`src/rtl/sun_pll_lock_ctrl_if.sv`:
```
// Control/status bundle between the SUN PLL lock controller and its environment.
// The enable, the slowed feedback clock and all status outputs travel here;
// the reference clock and reset stay plain ports on the controller.
interface sun_pll_lock_ctrl_if #(
  parameter int WIN_LOG2 = 8
);
  logic                en;
  logic                fb_slow;
  logic                pwrup_1v8;
  logic                lock;
  logic                fail;
  logic [2:0]          state;
  logic [WIN_LOG2-1:0] fb_cnt;
  logic                cnt_vld;

  // Environment side: drives enable and feedback, observes status.
  modport master (
    output en, fb_slow,
    input  pwrup_1v8, lock, fail, state, fb_cnt, cnt_vld
  );

  // Controller side.
  modport slave (
    input  en, fb_slow,
    output pwrup_1v8, lock, fail, state, fb_cnt, cnt_vld
  );
endinterface

```
`src/rtl/sun_pll_lock_ctrl.sv`:
```
// SUN PLL power-up sequencer and lock detector, clocked by the reference clock.
// Powers the PLL, waits a settle time, then measures the slowed feedback clock
// over fixed windows and declares lock (or an acquisition timeout).
//
// Status handshake: cnt_vld is a one-cycle valid strobe with no ready; fb_cnt
// is stable from that strobe until the next one and a consumer that is not
// looking simply misses the strobe (there is no backpressure).
module sun_pll_lock_ctrl #(
  parameter int SETTLE_CYC = 1024,
  parameter int WIN_LOG2   = 8,
  parameter int EXP_CNT    = 32,
  parameter int TOL        = 1,
  parameter int LOCK_WIN   = 4,
  parameter int UNLOCK_WIN = 2,
  parameter int MAX_WIN    = 64
) (
  input  logic                 ck_ref,
  input  logic                 rst,
  sun_pll_lock_ctrl_if.slave   bus
);

  typedef enum logic [2:0] {
    ST_OFF    = 3'd0,
    ST_PWRUP  = 3'd1,
    ST_ACQ    = 3'd2,
    ST_LOCKED = 3'd3,
    ST_FAIL   = 3'd4
  } state_t;

  localparam int SET_W  = $clog2(SETTLE_CYC + 1);
  localparam int GOOD_W = $clog2(LOCK_WIN + 1);
  localparam int BAD_W  = $clog2(UNLOCK_WIN + 1);
  localparam int TOT_W  = $clog2(MAX_WIN + 1);

  localparam logic [WIN_LOG2-1:0] CNT_MAX     = '1;
  localparam logic [WIN_LOG2-1:0] EXP_V       = WIN_LOG2'(EXP_CNT);
  localparam logic [WIN_LOG2-1:0] TOL_V       = WIN_LOG2'(TOL);
  localparam logic [SET_W-1:0]    SETTLE_LAST = SET_W'(SETTLE_CYC - 1);
  localparam logic [GOOD_W-1:0]   LOCK_N      = GOOD_W'(LOCK_WIN);
  localparam logic [BAD_W-1:0]    UNLOCK_N    = BAD_W'(UNLOCK_WIN);
  localparam logic [TOT_W-1:0]    MAX_N       = TOT_W'(MAX_WIN);

  state_t              state;
  logic                sync1, sync2, sync3;
  logic [SET_W-1:0]    settle_cnt;
  logic [WIN_LOG2-1:0] win_cnt;
  logic [WIN_LOG2-1:0] edge_cnt;
  logic [GOOD_W-1:0]   good_cnt;
  logic [BAD_W-1:0]    bad_cnt;
  logic [TOT_W-1:0]    tot_cnt;
  logic                pwrup_q, lock_q, fail_q, cnt_vld_q;
  logic [WIN_LOG2-1:0] fb_cnt_q;

  logic                fb_edge;
  logic [WIN_LOG2-1:0] edge_next;
  logic                win_last;
  logic [WIN_LOG2-1:0] dev;
  logic                win_good;
  logic [GOOD_W-1:0]   good_next;
  logic [BAD_W-1:0]    bad_next;
  logic [TOT_W-1:0]    tot_next;

  // Bring the asynchronous feedback into ck_ref; sync3 only serves edge detection.
  always_ff @(posedge ck_ref) begin
    if (rst) begin
      sync1 <= 1'b0;
      sync2 <= 1'b0;
      sync3 <= 1'b0;
    end else begin
      sync1 <= bus.fb_slow;
      sync2 <= sync1;
      sync3 <= sync2;
    end
  end

  // Edge detect, saturating window count and good/bad window classification.
  always_comb begin
    fb_edge   = sync2 & ~sync3;
    edge_next = edge_cnt;
    if (fb_edge && (edge_cnt != CNT_MAX)) begin
      edge_next = edge_cnt + 1'b1;
    end
    win_last = (win_cnt == CNT_MAX);
    dev      = (edge_next >= EXP_V) ? (edge_next - EXP_V) : (EXP_V - edge_next);
    win_good = (dev <= TOL_V);
    good_next = win_good ? (good_cnt + 1'b1) : '0;
    bad_next  = win_good ? '0 : (bad_cnt + 1'b1);
    tot_next  = tot_cnt + 1'b1;
  end

  // Sequencer FSM with its counters and registered status outputs.
  always_ff @(posedge ck_ref) begin
    if (rst) begin
      state      <= ST_OFF;
      settle_cnt <= '0;
      win_cnt    <= '0;
      edge_cnt   <= '0;
      good_cnt   <= '0;
      bad_cnt    <= '0;
      tot_cnt    <= '0;
      pwrup_q    <= 1'b0;
      lock_q     <= 1'b0;
      fail_q     <= 1'b0;
      cnt_vld_q  <= 1'b0;
      fb_cnt_q   <= '0;
    end else begin
      cnt_vld_q <= 1'b0;
      if (!bus.en) begin
        // Disable wins over everything; the last measurement is kept for software.
        state      <= ST_OFF;
        settle_cnt <= '0;
        win_cnt    <= '0;
        edge_cnt   <= '0;
        good_cnt   <= '0;
        bad_cnt    <= '0;
        tot_cnt    <= '0;
        pwrup_q    <= 1'b0;
        lock_q     <= 1'b0;
        fail_q     <= 1'b0;
      end else begin
        case (state)
          ST_OFF: begin
            state      <= ST_PWRUP;
            pwrup_q    <= 1'b1;
            settle_cnt <= '0;
          end
          ST_PWRUP: begin
            if (settle_cnt == SETTLE_LAST) begin
              state      <= ST_ACQ;
              settle_cnt <= '0;
              win_cnt    <= '0;
              edge_cnt   <= '0;
              good_cnt   <= '0;
              bad_cnt    <= '0;
              tot_cnt    <= '0;
            end else begin
              settle_cnt <= settle_cnt + 1'b1;
            end
          end
          ST_ACQ, ST_LOCKED: begin
            // Window counter wraps naturally, so every window boundary restarts it.
            win_cnt <= win_cnt + 1'b1;
            if (win_last) begin
              fb_cnt_q  <= edge_next;
              cnt_vld_q <= 1'b1;
              edge_cnt  <= '0;
              if (state == ST_ACQ) begin
                tot_cnt  <= tot_next;
                good_cnt <= good_next;
                if (good_next == LOCK_N) begin
                  state    <= ST_LOCKED;
                  lock_q   <= 1'b1;
                  good_cnt <= '0;
                  bad_cnt  <= '0;
                  tot_cnt  <= '0;
                end else if (tot_next == MAX_N) begin
                  state  <= ST_FAIL;
                  fail_q <= 1'b1;
                end
              end else begin
                bad_cnt <= bad_next;
                if (bad_next == UNLOCK_N) begin
                  state    <= ST_ACQ;
                  lock_q   <= 1'b0;
                  good_cnt <= '0;
                  bad_cnt  <= '0;
                  tot_cnt  <= '0;
                end
              end
            end else begin
              edge_cnt <= edge_next;
            end
          end
          ST_FAIL: begin
            // Timeout is sticky until the enable is dropped.
            state <= ST_FAIL;
          end
          default: begin
            state      <= ST_OFF;
            settle_cnt <= '0;
            win_cnt    <= '0;
            edge_cnt   <= '0;
            good_cnt   <= '0;
            bad_cnt    <= '0;
            tot_cnt    <= '0;
            pwrup_q    <= 1'b0;
            lock_q     <= 1'b0;
            fail_q     <= 1'b0;
          end
        endcase
      end
    end
  end

  assign bus.state     = state;
  assign bus.pwrup_1v8 = pwrup_q;
  assign bus.lock      = lock_q;
  assign bus.fail      = fail_q;
  assign bus.fb_cnt    = fb_cnt_q;
  assign bus.cnt_vld   = cnt_vld_q;

endmodule
```
`src/flat_wrapper.sv`:
```
// flat-port wrapper written by rule: the top's interface ports become plain ports
module sun_pll_lock_ctrl_flat 
#(
  parameter int SETTLE_CYC = 1024,
  parameter int WIN_LOG2   = 8,
  parameter int EXP_CNT    = 32,
  parameter int TOL        = 1,
  parameter int LOCK_WIN   = 4,
  parameter int UNLOCK_WIN = 2,
  parameter int MAX_WIN    = 64
)
  (ck_ref, rst, bus_en, bus_fb_slow, bus_pwrup_1v8, bus_lock, bus_fail, bus_state, bus_fb_cnt, bus_cnt_vld);
  sun_pll_lock_ctrl_if #(.WIN_LOG2(WIN_LOG2)) bus_i ();
  input  logic ck_ref;
  input  logic rst;
  input wire logic [$bits(bus_i.en)-1:0] bus_en;
  input wire logic [$bits(bus_i.fb_slow)-1:0] bus_fb_slow;
  output wire logic [$bits(bus_i.pwrup_1v8)-1:0] bus_pwrup_1v8;
  output wire logic [$bits(bus_i.lock)-1:0] bus_lock;
  output wire logic [$bits(bus_i.fail)-1:0] bus_fail;
  output wire logic [$bits(bus_i.state)-1:0] bus_state;
  output wire logic [$bits(bus_i.fb_cnt)-1:0] bus_fb_cnt;
  output wire logic [$bits(bus_i.cnt_vld)-1:0] bus_cnt_vld;
  assign bus_i.en = bus_en;
  assign bus_i.fb_slow = bus_fb_slow;
  assign bus_pwrup_1v8 = bus_i.pwrup_1v8;
  assign bus_lock = bus_i.lock;
  assign bus_fail = bus_i.fail;
  assign bus_state = bus_i.state;
  assign bus_fb_cnt = bus_i.fb_cnt;
  assign bus_cnt_vld = bus_i.cnt_vld;
  sun_pll_lock_ctrl #(.SETTLE_CYC(SETTLE_CYC), .WIN_LOG2(WIN_LOG2), .EXP_CNT(EXP_CNT), .TOL(TOL), .LOCK_WIN(LOCK_WIN), .UNLOCK_WIN(UNLOCK_WIN), .MAX_WIN(MAX_WIN)) u_core (.ck_ref(ck_ref), .rst(rst), .bus(bus_i));
endmodule
```
`config.mk`:
```
export PLATFORM = sky130hd
export DESIGN_NAME = sun_pll_lock_ctrl_flat
export DESIGN_NICKNAME = d
export VERILOG_FILES = /design/src/rtl/sun_pll_lock_ctrl_if.sv /design/src/rtl/sun_pll_lock_ctrl.sv /design/src/flat_wrapper.sv
export SDC_FILE = /design/constraint.sdc
export NUM_CORES = 1
export LEC_CHECK = 0
export BUFFER_PORTS_ARGS = -buffer_cell sky130_fd_sc_hd__buf_4
export CORE_MARGIN = 4
export CORE_UTILIZATION = 61
export DETAILED_ROUTE_END_ITERATION = 8
export PLACE_DENSITY = 0.78
export SYNTH_ARGS = -nofsm -noshare
export SYNTH_HDL_FRONTEND = slang
export SYNTH_SLANG_ARGS = --single-unit
```
`constraint.sdc`:
```
create_clock -name ck_ref -period 5.1 [get_ports ck_ref]
set_input_delay 0.51 -clock ck_ref [delete_from_list [all_inputs] [get_ports ck_ref]]
set_output_delay 0.51 -clock ck_ref [all_outputs]
set_load 0.02 [all_outputs]
```
==> metrics.log <==
[metrics] outcome: completed
[metrics] fraction of power spent switching nets: 23.1%
[metrics] Worst Path Buf+Inv: 1
[metrics] # resized after CTS: 0
[metrics] class of the most critical setup path: reg -> reg
[metrics] design internal power: 0.000768 W
[metrics] Area contributors post-synth: sky130_fd_sc_hd__dfxtp_1 36%, sky130_fd_sc_hd__nor2_1 6.7%, sky130_fd_sc_hd__xor2_1 4.1%
[metrics] family with the most delay on the worst path: simple AND/OR/NAND/NOR gates
[metrics] worst ir drop on vdd: 0.000214 V
[metrics] initial core utilization: 62.9%
[metrics] number of distinct library cells after synthesis: 76
[metrics] Synth Flop Type: sky130_fd_sc_hd__dfxtp_1
[metrics] Post-Syn Area: 3210 um^2
[metrics] global-route wire length before repair: 12.1 mm
[metrics] Die X-Extent: 80.6 um
[metrics] share of synthesized area occupied by flip-flops and latches: 35.5%
[metrics] cell taking the most area after synthesis: sky130_fd_sc_hd__dfxtp_1
[metrics] post-synth net total: 385
[metrics] net switching power of the design: 0.000230 W
[metrics] Worst Max-Slew Pin Slew: 794 ps
[metrics] CTS tree: built
[metrics] std cell rows: 26
[metrics] RSZ-0062 raised after global routing: no
[metrics] layout filler cell count: 432
[metrics] count of state elements after synthesis: 57
[metrics] total wirelength of the detailed-routed design: 7.11 mm
[metrics] total global routing overflow: 0
[metrics] endpoint arrival time on the critical path: 4720 ps
[metrics] Remaining DRCs: 0
[metrics] core region area: 5110 um^2
[metrics] Top-Level Pins: 19
[metrics] Worst Path Max Fanout: 14
[metrics] clock buffers created by TritonCTS: 9
[metrics] clk sink count: 57
[metrics] library cell contributing the largest single delay on the critical path: sky130_fd_sc_hd__nor4_4
[metrics] reg2reg start: u_core.edge_cnt[0]$_SDFFE_PP0P_
[metrics] Hold Crit Class: in -> reg
[metrics] startpoint type of the worst setup path: register
[metrics] Area growth syn-to-layout: 11.1%
[metrics] total via count after detailed routing: 2,748
[metrics] share of cells above drive strength 1: 16.3%
[metrics] htree depth: 3
[metrics] root buf cell: sky130_fd_sc_hd__clkbuf_8
[metrics] count of antenna-violating nets left after detailed routing: 0
[metrics] Worst setup startpoint: u_core.edge_cnt[0]$_SDFFE_PP0P_
[metrics] Hold Worst Slack: 377 ps
[metrics] Slew Viols, Final: 0
[metrics] final design utilization: 69.8%
[metrics] maximum number of pins on one net before global-route repair: 20
[metrics] setup skew after layout: 11.3 ps
[metrics] fraction of post-synthesis cell area in the top cell type by area: 35.5%
[metrics] post-detailed-route wirelength per cell: 15.6 um
[metrics] drt first-iter violations: 154
[metrics] half-perimeter wire length after detailed placement: 4.99 mm
[metrics] die area: 6490 um^2
[metrics] synthesized instance count: 372
[metrics] Placer Congestion: 0.894
[metrics] clock input transition at the sequential cells of the worst setup and hold paths: 70 ps
[metrics] CTS hold repair buffers: 0
[metrics] number of max-cap violations: 0
[metrics] Post-Synthesis Mean Instance Area: 8.63 um^2
[metrics] IO Port Bufs: 18
[metrics] clock insertion delay at the later pin of the skew report: 340 ps
[metrics] Required @ worst endpoint: 5330 ps
[metrics] maximum clock frequency: 223 MHz
[metrics] initial antenna violation count: 0
[metrics] number of detailed-route iterations in the first pass: 4
[metrics] Final Cycle Share: 88.1%
[metrics] diode insertion count for antenna repair: 0
[metrics] Worst setup EP type: register
[metrics] CP Cell Sequence: ha_1 -> nand3_2 -> nor3_4 -> nand3_1 -> xnor2_1 -> inv_2 -> ha_1 -> or3b_2 -> o211ai_1 -> a21oi_2 -> nor4_4 -> nor3_2 -> a221o_1
[metrics] most prevalent standard cell on the critical path: sky130_fd_sc_hd__ha_1
[metrics] net count reported at finish: 395
[metrics] overall global routing resource usage: 24.0%
[metrics] post-CTS setup-driven buffer insertion count: 0
[metrics] combinational fraction of design power: 6.0%
[metrics] overall die height: 80.6 um
[metrics] worst slew margin relative to its limit: 46.5%
[metrics] Post-synth EDFFs: 0
[metrics] fraction of power consumed by sequential logic: 45.5%
[metrics] via count of the first global-routing pass: 2,567
[metrics] Hold Violations, Final: 0
[metrics] number of warnings printed during yosys synthesis: 0
[metrics] fin worst setup slack: 609 ps
[metrics] minimum clock period: 4490 ps
[metrics] total negative slack: 0 ps
[metrics] Clk pwr share: 48.4%
[metrics] fraction of synthesis flops using an asynchronous set or reset pin: 0%
[metrics] setup violators final: 0
[metrics] Hold Crit Start: bus_fb_slow
[metrics] via count normalized by instance count: 6.01
[metrics] pre-CTS setup slack: 664 ps
[metrics] Pleak: 1.32 nW
[metrics] Largest stage delay, worst path: 590 ps
[metrics] total power per unit cell area: 280 nW/um^2
[metrics] number of buffers on the longest clock path: 2
==> layout make-up <==
type / instances / area, um^2 / area share, %
multi-input combinational: 290 / 1950 / 54.6
sequential: 57 / 1140 / 32.0
clock buffer: 11 / 151 / 4.25
timing repair buffer: 19 / 143 / 4.00
tap: 70 / 87.6 / 2.46
clock inverter: 5 / 77.6 / 2.18
inverter: 5 / 18.8 / 0.526
==> state kept, by name (all words and copies together) (netlist names), 2 cells and up <==
signal,count
u_core.tot_cnt,7
u_core.bus.fb_cnt,8
u_core.edge_cnt,8
u_core.good_cnt,3
u_core.bad_cnt,2
u_core.bus.state,3
u_core.win_cnt,8
u_core.settle_cnt,11
==> per-stage QoR <==
stage          area, um^2  power (W)  instances
6_report             3570   0.000998        457
5_1_grt              3570    0.00103        457
4_1_cts              3570    0.00100        457
3_5_place_dp         3340   0.000523        441
3_3_place_gp         3340   0.000523        441
2_1_floorplan        3210   0.000508        372
==> cells by family (layout without fill, tap and decap cells) <==
family	after synthesis	after routing	synth area share [%]
flops	57	57	35.5
xor+xnor	23	23	6.86
fa+ha+maj	9	9	3.51
mux	8	8	2.61
simple gates	173	173	29.7
compound gates	77	77	17.9
buf+inv	25	40	3.82
==> Yosys cell counts (3+ instances only) <==
cell type / n
sky130_fd_sc_hd__inv_1: 3
sky130_fd_sc_hd__a21oi_1: 17
sky130_fd_sc_hd__a21o_1: 4
sky130_fd_sc_hd__a22o_1: 3
sky130_fd_sc_hd__nand2_1: 28
sky130_fd_sc_hd__or3_1: 4
sky130_fd_sc_hd__ha_1: 9
sky130_fd_sc_hd__a22oi_1: 6
sky130_fd_sc_hd__o21ai_0: 7
sky130_fd_sc_hd__mux2_2: 3
sky130_fd_sc_hd__nand2b_1: 5
sky130_fd_sc_hd__clkbuf_1: 13
sky130_fd_sc_hd__xor2_1: 15
sky130_fd_sc_hd__a211oi_1: 7
sky130_fd_sc_hd__xnor2_1: 7
sky130_fd_sc_hd__nor2_1: 57
sky130_fd_sc_hd__nand4_1: 7
sky130_fd_sc_hd__a311oi_1: 3
sky130_fd_sc_hd__dfxtp_1: 57
sky130_fd_sc_hd__mux2i_1: 5
sky130_fd_sc_hd__and3_1: 6
sky130_fd_sc_hd__a221o_1: 3
sky130_fd_sc_hd__buf_4: 3
sky130_fd_sc_hd__nor3_1: 11
sky130_fd_sc_hd__nor2b_1: 13
sky130_fd_sc_hd__nand3_1: 9
sky130_fd_sc_hd__nor4_1: 6
==> power by group through the flow <==
stage | Combinational (W) | Clock (W) | Sequential (W)
2_1_floorplan | 0.0000455 | 0 | 0.000462
6_report | 0.0000604 | 0.000483 | 0.000455
3_3_place_gp | 0.0000585 | 0 | 0.000464
5_1_grt | 0.0000659 | 0.000511 | 0.000455
4_1_cts | 0.0000594 | 0.000488 | 0.000454
3_5_place_dp | 0.0000590 | 0 | 0.000464
==> routing by layer <==
layer / GRT usage, % / up-vias / wire, um
met3: 4.60 / 15 / 315
met5: 0 / - / 0
li1: - / 1363 / -
met1: 31.0 / 1300 / 3270
met2: 37.6 / 70 / 3400
met4: 12.5 / 0 / 117
==> final timing paths <==
| kind | endpoint | slack, ps | cells past startpoint |
|---|---|---|---|
| max | u_core.tot_cnt[3]$_SDFFE_PP0P_ | 610 | 13 |
| max reg2reg | u_core.tot_cnt[3]$_SDFFE_PP0P_ | 610 | 13 |
| min reg2reg | u_core.sync2$_SDFF_PP0_ | 440 | 1 |
| min | u_core.sync1$_SDFF_PP0_ | 380 | 2 |
==> cell usage in the layout (no fill, tap or decap), types with 3 or more instances in the layout <==
cell type	instances
sky130_fd_sc_hd__nor2b_1	13
sky130_fd_sc_hd__nor4_1	6
sky130_fd_sc_hd__inv_1	3
sky130_fd_sc_hd__a21o_1	4
sky130_fd_sc_hd__or3_1	4
sky130_fd_sc_hd__clkbuf_8	11
sky130_fd_sc_hd__xor2_1	15
sky130_fd_sc_hd__nand3_1	9
sky130_fd_sc_hd__a311oi_1	3
sky130_fd_sc_hd__buf_4	19
sky130_fd_sc_hd__xnor2_1	7
sky130_fd_sc_hd__o21ai_0	7
sky130_fd_sc_hd__a21oi_1	17
sky130_fd_sc_hd__nand2_1	28
sky130_fd_sc_hd__a22o_1	3
sky130_fd_sc_hd__and3_1	6
sky130_fd_sc_hd__a221o_1	3
sky130_fd_sc_hd__mux2i_1	5
sky130_fd_sc_hd__ha_1	9
sky130_fd_sc_hd__nand2b_1	5
sky130_fd_sc_hd__a211oi_1	7
sky130_fd_sc_hd__a22oi_1	6
sky130_fd_sc_hd__nor3_1	11
sky130_fd_sc_hd__nor2_1	57
sky130_fd_sc_hd__mux2_2	3
sky130_fd_sc_hd__dfxtp_1	57
sky130_fd_sc_hd__nand4_1	7
Power figures use the tool's default switching activity.
